$ cat src/rtl/alu_pkg.sv
// Opcodes, FSM states and opcode classification shared by the ALU top and its iterative engine.
// Define ALU_DIV_EN to classify DIVU/REMU as multi-cycle ops; otherwise they are illegal.
package alu_pkg;

    localparam logic [3:0] ALU_AND  = 4'b0000;
    localparam logic [3:0] ALU_OR   = 4'b0001;
    localparam logic [3:0] ALU_ADD  = 4'b0010;
    localparam logic [3:0] ALU_XOR  = 4'b0011;
    localparam logic [3:0] ALU_NOR  = 4'b0100;
    localparam logic [3:0] ALU_SUB  = 4'b0110;
    localparam logic [3:0] ALU_SLT  = 4'b0111;
    localparam logic [3:0] ALU_SLTU = 4'b1000;
    localparam logic [3:0] ALU_MULU = 4'b1010;
    localparam logic [3:0] ALU_DIVU = 4'b1100;
    localparam logic [3:0] ALU_REMU = 4'b1101;

    typedef enum logic [1:0] {
        IDLE,
        BUSY,
        DONE
    } state_t;

    function automatic logic is_iter_op(input logic [3:0] op);
`ifdef ALU_DIV_EN
        return (op == ALU_MULU) || (op == ALU_DIVU) || (op == ALU_REMU);
`else
        return op == ALU_MULU;
`endif
    endfunction

endpackage

$ cat src/rtl/alu_seq_if.sv
// Operand/result handshake bundle for alu_seq: master drives operands and out_ready, slave is the ALU.
// Both directions transfer on valid & ready.
interface alu_seq_if #(
    parameter int WIDTH = 32
);
    logic             in_valid;
    logic             in_ready;
    logic [WIDTH-1:0] A;
    logic [WIDTH-1:0] B;
    logic [3:0]       ALUcontrol;
    logic             out_valid;
    logic             out_ready;
    logic [WIDTH-1:0] ALUresult;
    logic             zero;
    logic             carry;
    logic             overflow;
    logic             err;

    modport master (
        output in_valid, A, B, ALUcontrol, out_ready,
        input  in_ready, out_valid, ALUresult, zero, carry, overflow, err
    );

    modport slave (
        input  in_valid, A, B, ALUcontrol, out_ready,
        output in_ready, out_valid, ALUresult, zero, carry, overflow, err
    );
endinterface

$ cat src/rtl/alu_muldiv_iter.sv
// Iterative engine: shift-add MULU, restoring DIVU/REMU (with ALU_DIV_EN); one bit per cycle.
// WIDTH cycles after start; done pulses with the final-iteration result presented combinationally.
module alu_muldiv_iter
    import alu_pkg::*;
#(
    parameter int WIDTH = 32,
    parameter int CNT_W = $clog2(WIDTH) + 1
) (
    input  logic             clk,
    input  logic             rst,
    input  logic             start,
    input  logic [3:0]       op,
    input  logic [WIDTH-1:0] a,
    input  logic [WIDTH-1:0] b,
    output logic             done,
    output logic [WIDTH-1:0] result,
    output logic             dz
);
    localparam logic [CNT_W-1:0] LAST = CNT_W'(WIDTH - 1);

    // x: product accumulator / partial remainder; y: multiplier / dividend->quotient; z: multiplicand / divisor
    logic             busy_q, busy_d;
    logic [CNT_W-1:0] cnt_q, cnt_d;
    logic [WIDTH-1:0] x_q, x_d;
    logic [WIDTH-1:0] y_q, y_d;
    logic [WIDTH-1:0] z_q, z_d;
    logic             last;

    assign last = (cnt_q == LAST);
    assign done = busy_q && last;

`ifdef ALU_DIV_EN
    logic [3:0]     op_q, op_d;
    logic [WIDTH:0] rem_sh;
    logic           fits;

    // A zero divisor always "fits", giving an all-ones quotient and the dividend as remainder.
    assign rem_sh = {x_q, y_q[WIDTH-1]};
    assign fits   = (rem_sh >= {1'b0, z_q});
    assign dz     = (op_q != ALU_MULU) && (z_q == '0);
    assign result = (op_q == ALU_DIVU) ? y_d : x_d;
`else
    logic go;

    assign go     = start && (op == ALU_MULU);
    assign dz     = 1'b0;
    assign result = x_d;
`endif

    always_comb begin
        busy_d = busy_q;
        cnt_d  = cnt_q;
        x_d    = x_q;
        y_d    = y_q;
        z_d    = z_q;
`ifdef ALU_DIV_EN
        op_d   = op_q;
        if (start) begin
            busy_d = 1'b1;
            cnt_d  = '0;
            x_d    = '0;
            op_d   = op;
            if (op == ALU_MULU) begin
                y_d = b;
                z_d = a;
            end else begin
                y_d = a;
                z_d = b;
            end
        end else if (busy_q) begin
            cnt_d = cnt_q + 1'b1;
            if (last) busy_d = 1'b0;
            if (op_q == ALU_MULU) begin
                x_d = x_q + (y_q[0] ? z_q : '0);
                y_d = y_q >> 1;
                z_d = z_q << 1;
            end else begin
                x_d = fits ? (rem_sh[WIDTH-1:0] - z_q) : rem_sh[WIDTH-1:0];
                y_d = {y_q[WIDTH-2:0], fits};
            end
        end
`else
        if (go) begin
            busy_d = 1'b1;
            cnt_d  = '0;
            x_d    = '0;
            y_d    = b;
            z_d    = a;
        end else if (busy_q) begin
            cnt_d = cnt_q + 1'b1;
            if (last) busy_d = 1'b0;
            x_d = x_q + (y_q[0] ? z_q : '0);
            y_d = y_q >> 1;
            z_d = z_q << 1;
        end
`endif
    end

    always_ff @(posedge clk) begin
        if (rst) begin
            busy_q <= 1'b0;
            cnt_q  <= '0;
            x_q    <= '0;
            y_q    <= '0;
            z_q    <= '0;
`ifdef ALU_DIV_EN
            op_q   <= ALU_MULU;
`endif
        end else begin
            busy_q <= busy_d;
            cnt_q  <= cnt_d;
            x_q    <= x_d;
            y_q    <= y_d;
            z_q    <= z_d;
`ifdef ALU_DIV_EN
            op_q   <= op_d;
`endif
        end
    end

endmodule

$ cat src/rtl/alu_seq.sv
// Handshaked WIDTH-bit ALU: single-cycle ops in 1 cycle, MULU (and DIVU/REMU when ALU_DIV_EN) in WIDTH+1.
// Result/flags held in DONE until out_ready; in_ready in IDLE, or in DONE while out_ready is high.
module alu_seq
    import alu_pkg::*;
#(
    parameter int WIDTH = 32
) (
    input  logic     clk,
    input  logic     rst,
    alu_seq_if.slave bus
);
    localparam int CNT_W = $clog2(WIDTH) + 1;

    state_t           state_q, state_d;
    logic [WIDTH-1:0] result_q, result_d;
    logic             zero_q, zero_d;
    logic             carry_q, carry_d;
    logic             ovf_q, ovf_d;
    logic             err_q, err_d;

    logic             accept;
    logic             iter_op;
    logic [WIDTH:0]   sum;
    logic [WIDTH:0]   diff;
    logic [WIDTH-1:0] sc_res;
    logic             sc_carry;
    logic             sc_ovf;
    logic             sc_err;
    logic             eng_done;
    logic [WIDTH-1:0] eng_result;
    logic             eng_dz;

    assign bus.in_ready  = (state_q == IDLE) || ((state_q == DONE) && bus.out_ready);
    assign bus.out_valid = (state_q == DONE);
    assign bus.ALUresult = result_q;
    assign bus.zero      = zero_q;
    assign bus.carry     = carry_q;
    assign bus.overflow  = ovf_q;
    assign bus.err       = err_q;

    assign accept  = bus.in_valid && bus.in_ready;
    assign iter_op = is_iter_op(bus.ALUcontrol);

    alu_muldiv_iter #(
        .WIDTH (WIDTH),
        .CNT_W (CNT_W)
    ) u_iter (
        .clk    (clk),
        .rst    (rst),
        .start  (accept && iter_op),
        .op     (bus.ALUcontrol),
        .a      (bus.A),
        .b      (bus.B),
        .done   (eng_done),
        .result (eng_result),
        .dz     (eng_dz)
    );

    // Carry is the borrow-free indication for SUB, i.e. A >= B unsigned.
    always_comb begin
        sum      = {1'b0, bus.A} + {1'b0, bus.B};
        diff     = {1'b0, bus.A} - {1'b0, bus.B};
        sc_res   = '0;
        sc_carry = 1'b0;
        sc_ovf   = 1'b0;
        sc_err   = 1'b0;
        case (bus.ALUcontrol)
            ALU_AND: sc_res = bus.A & bus.B;
            ALU_OR:  sc_res = bus.A | bus.B;
            ALU_XOR: sc_res = bus.A ^ bus.B;
            ALU_NOR: sc_res = ~(bus.A | bus.B);
            ALU_ADD: begin
                sc_res   = sum[WIDTH-1:0];
                sc_carry = sum[WIDTH];
                sc_ovf   = (bus.A[WIDTH-1] == bus.B[WIDTH-1]) && (sum[WIDTH-1] != bus.A[WIDTH-1]);
            end
            ALU_SUB: begin
                sc_res   = diff[WIDTH-1:0];
                sc_carry = ~diff[WIDTH];
                sc_ovf   = (bus.A[WIDTH-1] != bus.B[WIDTH-1]) && (diff[WIDTH-1] != bus.A[WIDTH-1]);
            end
            ALU_SLT:  sc_res = {{(WIDTH-1){1'b0}}, ($signed(bus.A) < $signed(bus.B))};
            ALU_SLTU: sc_res = {{(WIDTH-1){1'b0}}, (bus.A < bus.B)};
            default:  sc_err = 1'b1;
        endcase
    end

    always_comb begin
        state_d  = state_q;
        result_d = result_q;
        zero_d   = zero_q;
        carry_d  = carry_q;
        ovf_d    = ovf_q;
        err_d    = err_q;
        if (accept) begin
            if (iter_op) begin
                state_d = BUSY;
            end else begin
                state_d  = DONE;
                result_d = sc_res;
                zero_d   = (sc_res == '0);
                carry_d  = sc_carry;
                ovf_d    = sc_ovf;
                err_d    = sc_err;
            end
        end else begin
            case (state_q)
                BUSY: begin
                    if (eng_done) begin
                        state_d  = DONE;
                        result_d = eng_result;
                        zero_d   = (eng_result == '0);
                        carry_d  = 1'b0;
                        ovf_d    = 1'b0;
                        err_d    = eng_dz;
                    end
                end
                DONE:    if (bus.out_ready) state_d = IDLE;
                default: ;
            endcase
        end
    end

    always_ff @(posedge clk) begin
        if (rst) begin
            state_q  <= IDLE;
            result_q <= '0;
            zero_q   <= 1'b1;
            carry_q  <= 1'b0;
            ovf_q    <= 1'b0;
            err_q    <= 1'b0;
        end else begin
            state_q  <= state_d;
            result_q <= result_d;
            zero_q   <= zero_d;
            carry_q  <= carry_d;
            ovf_q    <= ovf_d;
            err_q    <= err_d;
        end
    end

endmodule

$ cat src/flat_wrapper.sv
// flat-port wrapper written by rule: the top's interface ports become plain ports
module alu_seq_flat import alu_pkg::*;
#(
    parameter int WIDTH = 32
)
  (clk, rst, bus_in_valid, bus_A, bus_B, bus_ALUcontrol, bus_out_ready, bus_in_ready, bus_out_valid, bus_ALUresult, bus_zero, bus_carry, bus_overflow, bus_err);
  alu_seq_if #(.WIDTH(WIDTH)) bus_i ();
  input  logic clk;
  input  logic rst;
  input wire logic [$bits(bus_i.in_valid)-1:0] bus_in_valid;
  input wire logic [$bits(bus_i.A)-1:0] bus_A;
  input wire logic [$bits(bus_i.B)-1:0] bus_B;
  input wire logic [$bits(bus_i.ALUcontrol)-1:0] bus_ALUcontrol;
  input wire logic [$bits(bus_i.out_ready)-1:0] bus_out_ready;
  output wire logic [$bits(bus_i.in_ready)-1:0] bus_in_ready;
  output wire logic [$bits(bus_i.out_valid)-1:0] bus_out_valid;
  output wire logic [$bits(bus_i.ALUresult)-1:0] bus_ALUresult;
  output wire logic [$bits(bus_i.zero)-1:0] bus_zero;
  output wire logic [$bits(bus_i.carry)-1:0] bus_carry;
  output wire logic [$bits(bus_i.overflow)-1:0] bus_overflow;
  output wire logic [$bits(bus_i.err)-1:0] bus_err;
  assign bus_i.in_valid = bus_in_valid;
  assign bus_i.A = bus_A;
  assign bus_i.B = bus_B;
  assign bus_i.ALUcontrol = bus_ALUcontrol;
  assign bus_i.out_ready = bus_out_ready;
  assign bus_in_ready = bus_i.in_ready;
  assign bus_out_valid = bus_i.out_valid;
  assign bus_ALUresult = bus_i.ALUresult;
  assign bus_zero = bus_i.zero;
  assign bus_carry = bus_i.carry;
  assign bus_overflow = bus_i.overflow;
  assign bus_err = bus_i.err;
  alu_seq #(.WIDTH(WIDTH)) u_core (.clk(clk), .rst(rst), .bus(bus_i));
endmodule
$ cat config.mk
export PLATFORM = sky130hd
export DESIGN_NAME = alu_seq_flat
export DESIGN_NICKNAME = d
export VERILOG_FILES = /design/src/rtl/alu_pkg.sv /design/src/rtl/alu_seq_if.sv /design/src/rtl/alu_muldiv_iter.sv /design/src/rtl/alu_seq.sv /design/src/flat_wrapper.sv
export SDC_FILE = /design/constraint.sdc
export NUM_CORES = 1
export LEC_CHECK = 0
export CAP_MARGIN = 20
export CORE_MARGIN = 1
export CORE_UTILIZATION = 52
export CTS_CLUSTER_SIZE = 28
export DETAILED_ROUTE_END_ITERATION = 8
export PLACE_DENSITY = 0.75
export SYNTH_ARGS = -nofsm -noshare
export SYNTH_HDL_FRONTEND = slang
export SYNTH_HIERARCHICAL = 1
export SYNTH_SLANG_ARGS = --single-unit
$ cat constraint.sdc
create_clock -name clk -period 4 [get_ports clk]
set_input_delay 1 -clock clk [delete_from_list [all_inputs] [get_ports clk]]
set_output_delay 1 -clock clk [all_outputs]
set_load 0.05 [all_outputs]
==> results of run 1 <==
kinds of logic after synthesis:
kind of cell | count (synthesis) | synth area share, %
and+or+nand+nor | 692 | 22.9
AOI/OAI and AO/OA | 611 | 29.9
buffers and inverters | 250 | 6.92
DFF | 141 | 19.6
adders and majority gates | 138 | 12.2
muxes | 93 | 6.47
xor gates and xnor gates | 33 | 2.01
other | 1 | 0.0261
metal layers:
layer	wire length, um	vias to the layer above	global-route usage, %
li1	-	8169	-
met4	3660	0	21.8
met5	0	-	0
met1	25100	8464	52.5
met2	28600	1064	69.6
met3	5650	294	8.18
power groups by stage:
stage | logic [W] | registers, W | clock network [W]
global route | 0.00198 | 0.00143 | 0.00170
floorplan | 0.000724 | 0.00152 | 0
finish | 0.00189 | 0.00143 | 0.00164
global placement | 0.00159 | 0.00146 | 0
detailed placement | 0.00161 | 0.00147 | 0
CTS | 0.00172 | 0.00143 | 0.00164
metrics by stage:
step	utilization, %	cell area (um2)
after detailed placement	71.4	19300
after global placement	71.4	19300
final	77.9	21000
after CTS	75.9	20500
after global routing	77.9	21000
after floorplan	-	14400
registers in the layout (all words and copies together) (netlist names):
name	flops
u_core/u_iter/cnt_q	6
u_core/state_q	2
u_core/u_iter/z_q	32
u_core/bus.overflow	1
u_core/bus.carry	1
u_core/u_iter/x_q	32
u_core/bus.ALUresult	32
u_core/bus.err	1
u_core/u_iter/busy_q	1
u_core/u_iter/y_q	32
u_core/bus.zero	1
cell usage in the layout, fill, tap and decap left out, types with 15 or more instances in the layout:
cell type          n
nor3_1            50
or3_1             15
nand4_1           24
nor2b_1           15
dfxtp_1          140
buf_4            525
o211ai_1          22
xnor2_1           24
nor2_1           281
nand2_1          127
and2_1            40
dlymetal6s2s_1    18
a211oi_1          96
o21bai_1          19
o21ai_0           66
a21oi_1          147
a21oi_2           17
inv_2             40
mux2i_1           93
buf_6             22
clkbuf_16         17
ha_4              23
inv_1             71
nand3_1           29
a211o_1           15
clkdlybuf4s50_1   58
a21o_1            26
ha_1             105
tightest hold or removal path, cell delays in order (launching register included):
cell and delay [ns]:
dfxtp_1 0.31, nand2_1 0.05, a21oi_1 0.05
cell type report:
type	instances	area, um2	share of cell area, %
Inverter	115	443	2.10
Sequential cell	141	2830	13.4
Clock buffer	18	429	2.04
Multi-Input combinational cell	1568	11400	54.4
Clock inverter	14	148	0.702
Tap cell	341	427	2.03
Timing Repair Buffer	657	5330	25.3
Yosys cell counts, types with 20 or more instances:
cell / number
nor2_1: 288
a21oi_1: 166
dfxtp_1: 141
ha_1: 135
nand2_1: 127
inv_1: 114
clkbuf_1: 107
a211oi_1: 104
mux2i_1: 93
o21ai_0: 78
nor3_1: 52
and2_1: 42
nand3_1: 31
a21o_1: 26
nand4_1: 24
xnor2_1: 24
o211ai_1: 22
o21bai_1: 20
how the worst max path moves through the flow:
stage                        start              end  slack (ns)  depth (start not counted)
after floorplan           bus_B[4]  u_core/bus.zero       -0.09                         14
after CTS                 bus_B[0]  u_core/bus.zero       -0.18                         16
after detailed placement  bus_A[0]  u_core/bus.zero       -1.07                         14
after global placement    bus_A[1]  u_core/bus.zero       -0.99                         16
final                     bus_A[2]  u_core/bus.zero       -0.21                         14
after global routing      bus_A[2]  u_core/bus.zero       -0.32                         15
repair_timing:
action / 4_1_cts / 5_1_grt
setup endpoints to repair: 23 / 21
pin swaps: 44 / 64
resized for setup: 175 / 139
buffers inserted: 20 / 20
hold endpoints to repair: 0 / 0
==> flow_metrics.py, run 1 <==
metrics = {
    "placed_design": {
        "gp_congestion": 1.05,
        "dpl_worst_slack_ns": -1.07,
        "portBuffers": 109,
        "dp_hpwl_um": 46500,
        "post-place-cells": 2784,
    },
    "worst_setup_path": {
        "worstPathRequired_ns": 4.36,
        "rrSetupSlack_ns": -0.07,
        "r2r_start": "u_core/u_iter/y_q[0]",
        "worstSetupStartpointType": "input port",
        "path_cells": "clkdlybuf4s15_2, inv_1, ha_4, o211ai_1, nor2_4, or2_2, xnor2_1, a221oi_2, nand4_1, or4_4, nor4b_2, nand4_1, or4_4, o31ai_2",
        "cp_slowest_cell": "or4_4",
        "cp_num_buf_inv": 2,
        "max_stage_delay_ns": 0.53,
        "critPathKind": "input port to register",
        "crit_path_max_fanout": 5,
        "cp_top_family": "simple AND/OR/NAND/NOR gates",
        "critPathCaptureType": "register",
        "worst_ep_arrival_time_ns": 4.57,
        "timing.rr.end": "u_core/bus.zero",
        "rr_worst_depth": 18,
    },
    "timing": {
        "period_share_pct": 105,
        "slew_headroom_pct": 31.5,
        "worst_slack_ns": -0.212,
        "timing.fmax_mhz": 237,
        "period_needed_ns": 4.21,
        "setup_viol": 2,
        "worst-slew-pin-transition_ns": 1.03,
        "hold_violations": 0,
        "finalSetupTns_ns": -0.213,
        "skew_ns": 0.00839,
        "rsz0062_at_grt": "yes",
        "slew_violations": 0,
        "whs_ns": 0.452,
    },
    "clock_network": {
        "cts_tree": "done",
        "numCtsBuffers": 17,
        "clock_tree.root_cell": "clkbuf_16",
        "clkLatencyLatePin_ns": 0.44,
        "clk_pin_slew_ns": 0.07,
        "cts_max_path_buffers": 2,
        "ctsHoldBuffers": 0,
        "cts_sinks": 141,
        "ctsHtreeMaxLevel": 4,
    },
    "power_and_ir_drop": {
        "p_per_area_nw_per_um2": 236,
        "p_int_w": 0.00317,
        "finalPower_w": 0.00496,
        "switching_share_pct": 36.1,
        "switchingPower_w": 0.00179,
        "pwr-share-comb_pct": 38.1,
        "p_leak_nw": 9.44,
        "p_clk_share_pct": 33.0,
        "pwr-share-seq_pct": 28.9,
        "ir_worst_vdd_mv": 0.287,
    },
    "layout": {
        "stdcell_count": 2854,
        "area_growth_pct": 46.2,
        "fill_cells": 1998,
        "nNetsFinal": 2710,
        "antenna_cells": 0,
        "layout-drive-gt1-share_pct": 32.3,
    },
    "status": {
        "violations": "setup timing",
        "status": "complete, but fails checks",
    },
    "die": {
        "die_h_um": 168,
        "die_area_um2": 28300,
        "ios": 110,
        "chipWidth_um": 168,
        "fp-row-count": 60,
        "start_util_pct": 53.3,
        "core_area_um2": 27000,
    },
    "synthesis": {
        "yosysWarnings": 6,
        "ys.flop_type": "dfxtp_1",
        "yosysTopAreaCellShare_pct": 19.6,
        "yosysUniqueCellTypes": 108,
        "synthTopCellsByArea": "dfxtp_1 (20%), ha_1 (12%), nor2_1 (7.5%), mux2i_1 (6.5%), a21oi_1 (5.8%)",
        "synth-edff-count": 0,
        "yosys_register_bits": 141,
        "ys_async_sr_fraction_pct": 0,
        "synthCells": 1959,
        "synth_area_um2": 14400,
        "syn_avg_cell_area_um2": 7.35,
        "seq_area_frac_synth_pct": 19.6,
        "postSynthNetCount": 2169,
        "synth_top_area_cell": "dfxtp_1",
    },
    "global_route": {
        "grt_max_degree": 110,
        "antenna_found_initial": 1,
        "grt_pass1_wl_um": 93000,
        "track_usage_pct": 42.3,
        "grt-ovfl-total": 0,
        "grt_pass1_vias": 17070,
    },
    "min_path": {
        "hold_class": "register to register",
        "holdPathStages": 2,
        "hp-start": "u_core/bus.ALUresult[16]",
        "holdPathEnd": "u_core/bus.ALUresult[16]",
    },
    "drt": {
        "wire_per_inst_um": 22.1,
        "firstDrtPassIters": 6,
        "antenna_left": 0,
        "routed_wl_um": 63000,
        "drc": 0,
        "drt_iter0_drc": 2336,
        "vias": 17991,
        "via_per_inst": 6.30,
    },
    "job": {
        "maxCapViolCount": 0,
    },
}
No activity file was read; power rests on OpenSTA's default activity.
==> run 2, diff against run 1 <==
- CORE_UTILIZATION: 52 -> 29
- PLACE_DENSITY: 0.75 -> unset
==> run 2 against run 1 <==
Compared with the run above:
- the flow now finishes without violations
- non-clock buffer count rose by 32
- sequential cell count did not move
- global-route usage fell by 18 points
- power grew 3.1%
- die area up 78%
- highest routed layer is now met5
==> flow_metrics.py, run 2 (synthesis gave the netlist of run 1 again) <==
metrics = {
    "global_route": {
        "grt_pass1_vias": 16909,
        "grt_max_degree": 94,
        "grt_pass1_wl_um": 96100,
        "grt-ovfl-total": 0,
        "track_usage_pct": 24.5,
        "antenna_found_initial": 2,
    },
    "worst_setup_path": {
        "cp_common_cell": "nor2_1",
        "worstPathRequired_ns": 4.37,
        "critPathKind": "input port to register",
        "cp_slowest_cell": "or4_4",
        "worst_ep_arrival_time_ns": 4.35,
        "crit_path_max_fanout": 6,
        "max_stage_delay_ns": 0.56,
        "rrSetupSlack_ns": 0.11,
        "worstSetupStartpointType": "input port",
        "path_cells": "clkdlybuf4s50_1, inv_1, ha_4, buf_4, nor2_1, nand3_1, a31oi_4, nor2_1, a21oi_4, a311oi_2, or4_4, a21oi_2, o22ai_2, or3_4, o31ai_2",
        "r2r_start": "u_core/u_iter/y_q[0]",
        "timing.rr.end": "u_core/bus.zero",
        "critPathCaptureType": "register",
        "rr_worst_depth": 17,
    },
    "min_path": {
        "holdPathStages": 2,
        "holdPathEnd": "u_core/bus.ALUresult[29]",
        "hp-start": "u_core/bus.ALUresult[29]",
        "hold_class": "register to register",
    },
    "drt": {
        "antenna_left": 0,
        "wire_per_inst_um": 19.4,
        "firstDrtPassIters": 5,
        "via_per_inst": 5.32,
        "routed_wl_um": 62200,
        "drt_iter0_drc": 1253,
        "vias": 17068,
        "drc": 0,
    },
    "placed_design": {
        "dp_hpwl_um": 48700,
        "gp_congestion": 0.936,
        "post-place-cells": 3120,
        "dpl_worst_slack_ns": -1.33,
        "portBuffers": 109,
        "dpl_cell_area_um2": 19800,
    },
    "layout": {
        "antenna_cells": 0,
        "nNetsFinal": 2742,
        "final_common_cell": "buf_4",
        "stdcell_count": 3209,
        "area_growth_pct": 53.6,
        "final_cell_mix": "buf_4 (560), nor2_1 (277), a21oi_1 (139), dfxtp_1 (139), nand2_1 (124)",
        "fill_cells": 4914,
        "final_area_um2": 22100,
        "layout-drive-gt1-share_pct": 36.1,
    },
    "clock_network": {
        "ctsHtreeMaxLevel": 4,
        "cts_tree": "done",
        "numCtsBuffers": 17,
        "clkLatencyLatePin_ns": 0.45,
        "cts_max_path_buffers": 2,
        "clk_pin_slew_ns": 0.07,
        "cts_sinks": 141,
        "clock_tree.root_cell": "clkbuf_16",
    },
    "die": {
        "chipWidth_um": 225,
        "core_area_um2": 49000,
        "fp-row-count": 81,
        "start_util_pct": 29.4,
        "die_h_um": 225,
        "ios": 110,
        "die_area_um2": 50500,
    },
    "timing": {
        "rsz0062_at_grt": "yes",
        "skew_ns": 0.0123,
        "worst_slack_ns": 0.0170,
        "setup_viol": 0,
        "slew_headroom_pct": 41.4,
        "period_needed_ns": 3.98,
        "slew_violations": 0,
        "finalSetupTns_ns": 0,
        "worst-slew-pin-transition_ns": 0.879,
        "hold_violations": 0,
        "timing.fmax_mhz": 251,
        "period_share_pct": 99.6,
    },
    "status": {
        "status": "finished, final reports clean",
    },
    "power_and_ir_drop": {
        "ir_worst_vdd_mv": 0.233,
        "p_per_area_nw_per_um2": 231,
        "p_leak_nw": 9.53,
    },
    "job": {
        "maxCapViolCount": 0,
    },
}
[run 2: cell count changes in the layout (fill, tap and decap cells not counted), moves of 7 or more]
cell	delta
a211oi_1	-11
a211oi_2	+11
a21oi_1	-8
a21oi_2	+7
buf_4	+35
dlygate4sd2_1	+11
dlymetal6s2s_1	-17
ha_1	-7
ha_4	+8
o21ai_2	+9
[run 2: report_power, final]
group | switching (W) | leakage [nW] | internal [W]
Combinational | 0.00105 | 8.10 | 0.000941
Clock | 0.000783 | 0.295 | 0.000909
Sequential | 0.0000139 | 1.14 | 0.00142
Total | 0.00184 | 9.53 | 0.00327
[run 2: how the worst max path moves through the flow]
stage               startpoint         endpoint  slack [ns]  cells after the start
global placement      bus_A[0]  u_core/bus.zero       -1.27                     14
CTS                   bus_B[3]  u_core/bus.zero       0.006                     15
global route         bus_A[18]  u_core/bus.zero       -0.05                     15
floorplan             bus_B[4]  u_core/bus.zero       -0.09                     14
detailed placement    bus_A[0]  u_core/bus.zero       -1.33                     14
finish               bus_A[18]  u_core/bus.zero        0.02                     15
[run 2: timing repair]
action,4_1_cts,5_1_grt
gates resized for setup,295,117
pin swaps,86,78
setup endpoints to repair,21,12
buffers inserted,37,22
hold buffers,0,0
[run 2: cell type report]
type                    count  area (um2)  area share [%]
multi-input cells        1568       11900            53.8
repair buffers            689        5510            24.9
flip-flops and latches    141        2830            12.8
well taps                 664         831            3.76
inverters                 115         443            2.00
clock buffers              18         439            1.99
clock inverters            14         168           0.758
[run 2: per-layer routing]
| metal | up-vias | wire [um] | track usage [%] |
|---|---|---|---|
| met4 | 4 | 1500 | 7.40 |
| met5 | - | 21 | 0 |
| met3 | 91 | 3570 | 3.07 |
| met2 | 577 | 28700 | 40.0 |
| li1 | 8233 | - | - |
| met1 | 8163 | 28400 | 33.4 |
[run 2: critical path: cells and delay by family]
kind | cells | cell delay [ns]
simple gates | 5 | 1.40
fa+ha+maj | 1 | 0.25
buf+inv | 3 | 0.72
compound gates | 6 | 0.99
[run 2: metrics by stage]
| stage | util, % | hold slack, ns | power (W) |
|---|---|---|---|
| 2_1_floorplan | - | 0.448 | 0.00224 |
| 3_3_place_gp | 40.4 | 0.447 | 0.00312 |
| 3_5_place_dp | 40.4 | 0.453 | 0.00313 |
| 4_1_cts | 43.9 | 0.463 | 0.00503 |
| 5_1_grt | 45.2 | 0.471 | 0.00534 |
| 6_report | 45.2 | 0.461 | 0.00511 |
==> run 3, diff against run 2 <==
- CAP_MARGIN: 20 -> 25
==> results of run 3 <==
Final layout, timing and power as in run 2 (identical DEF).
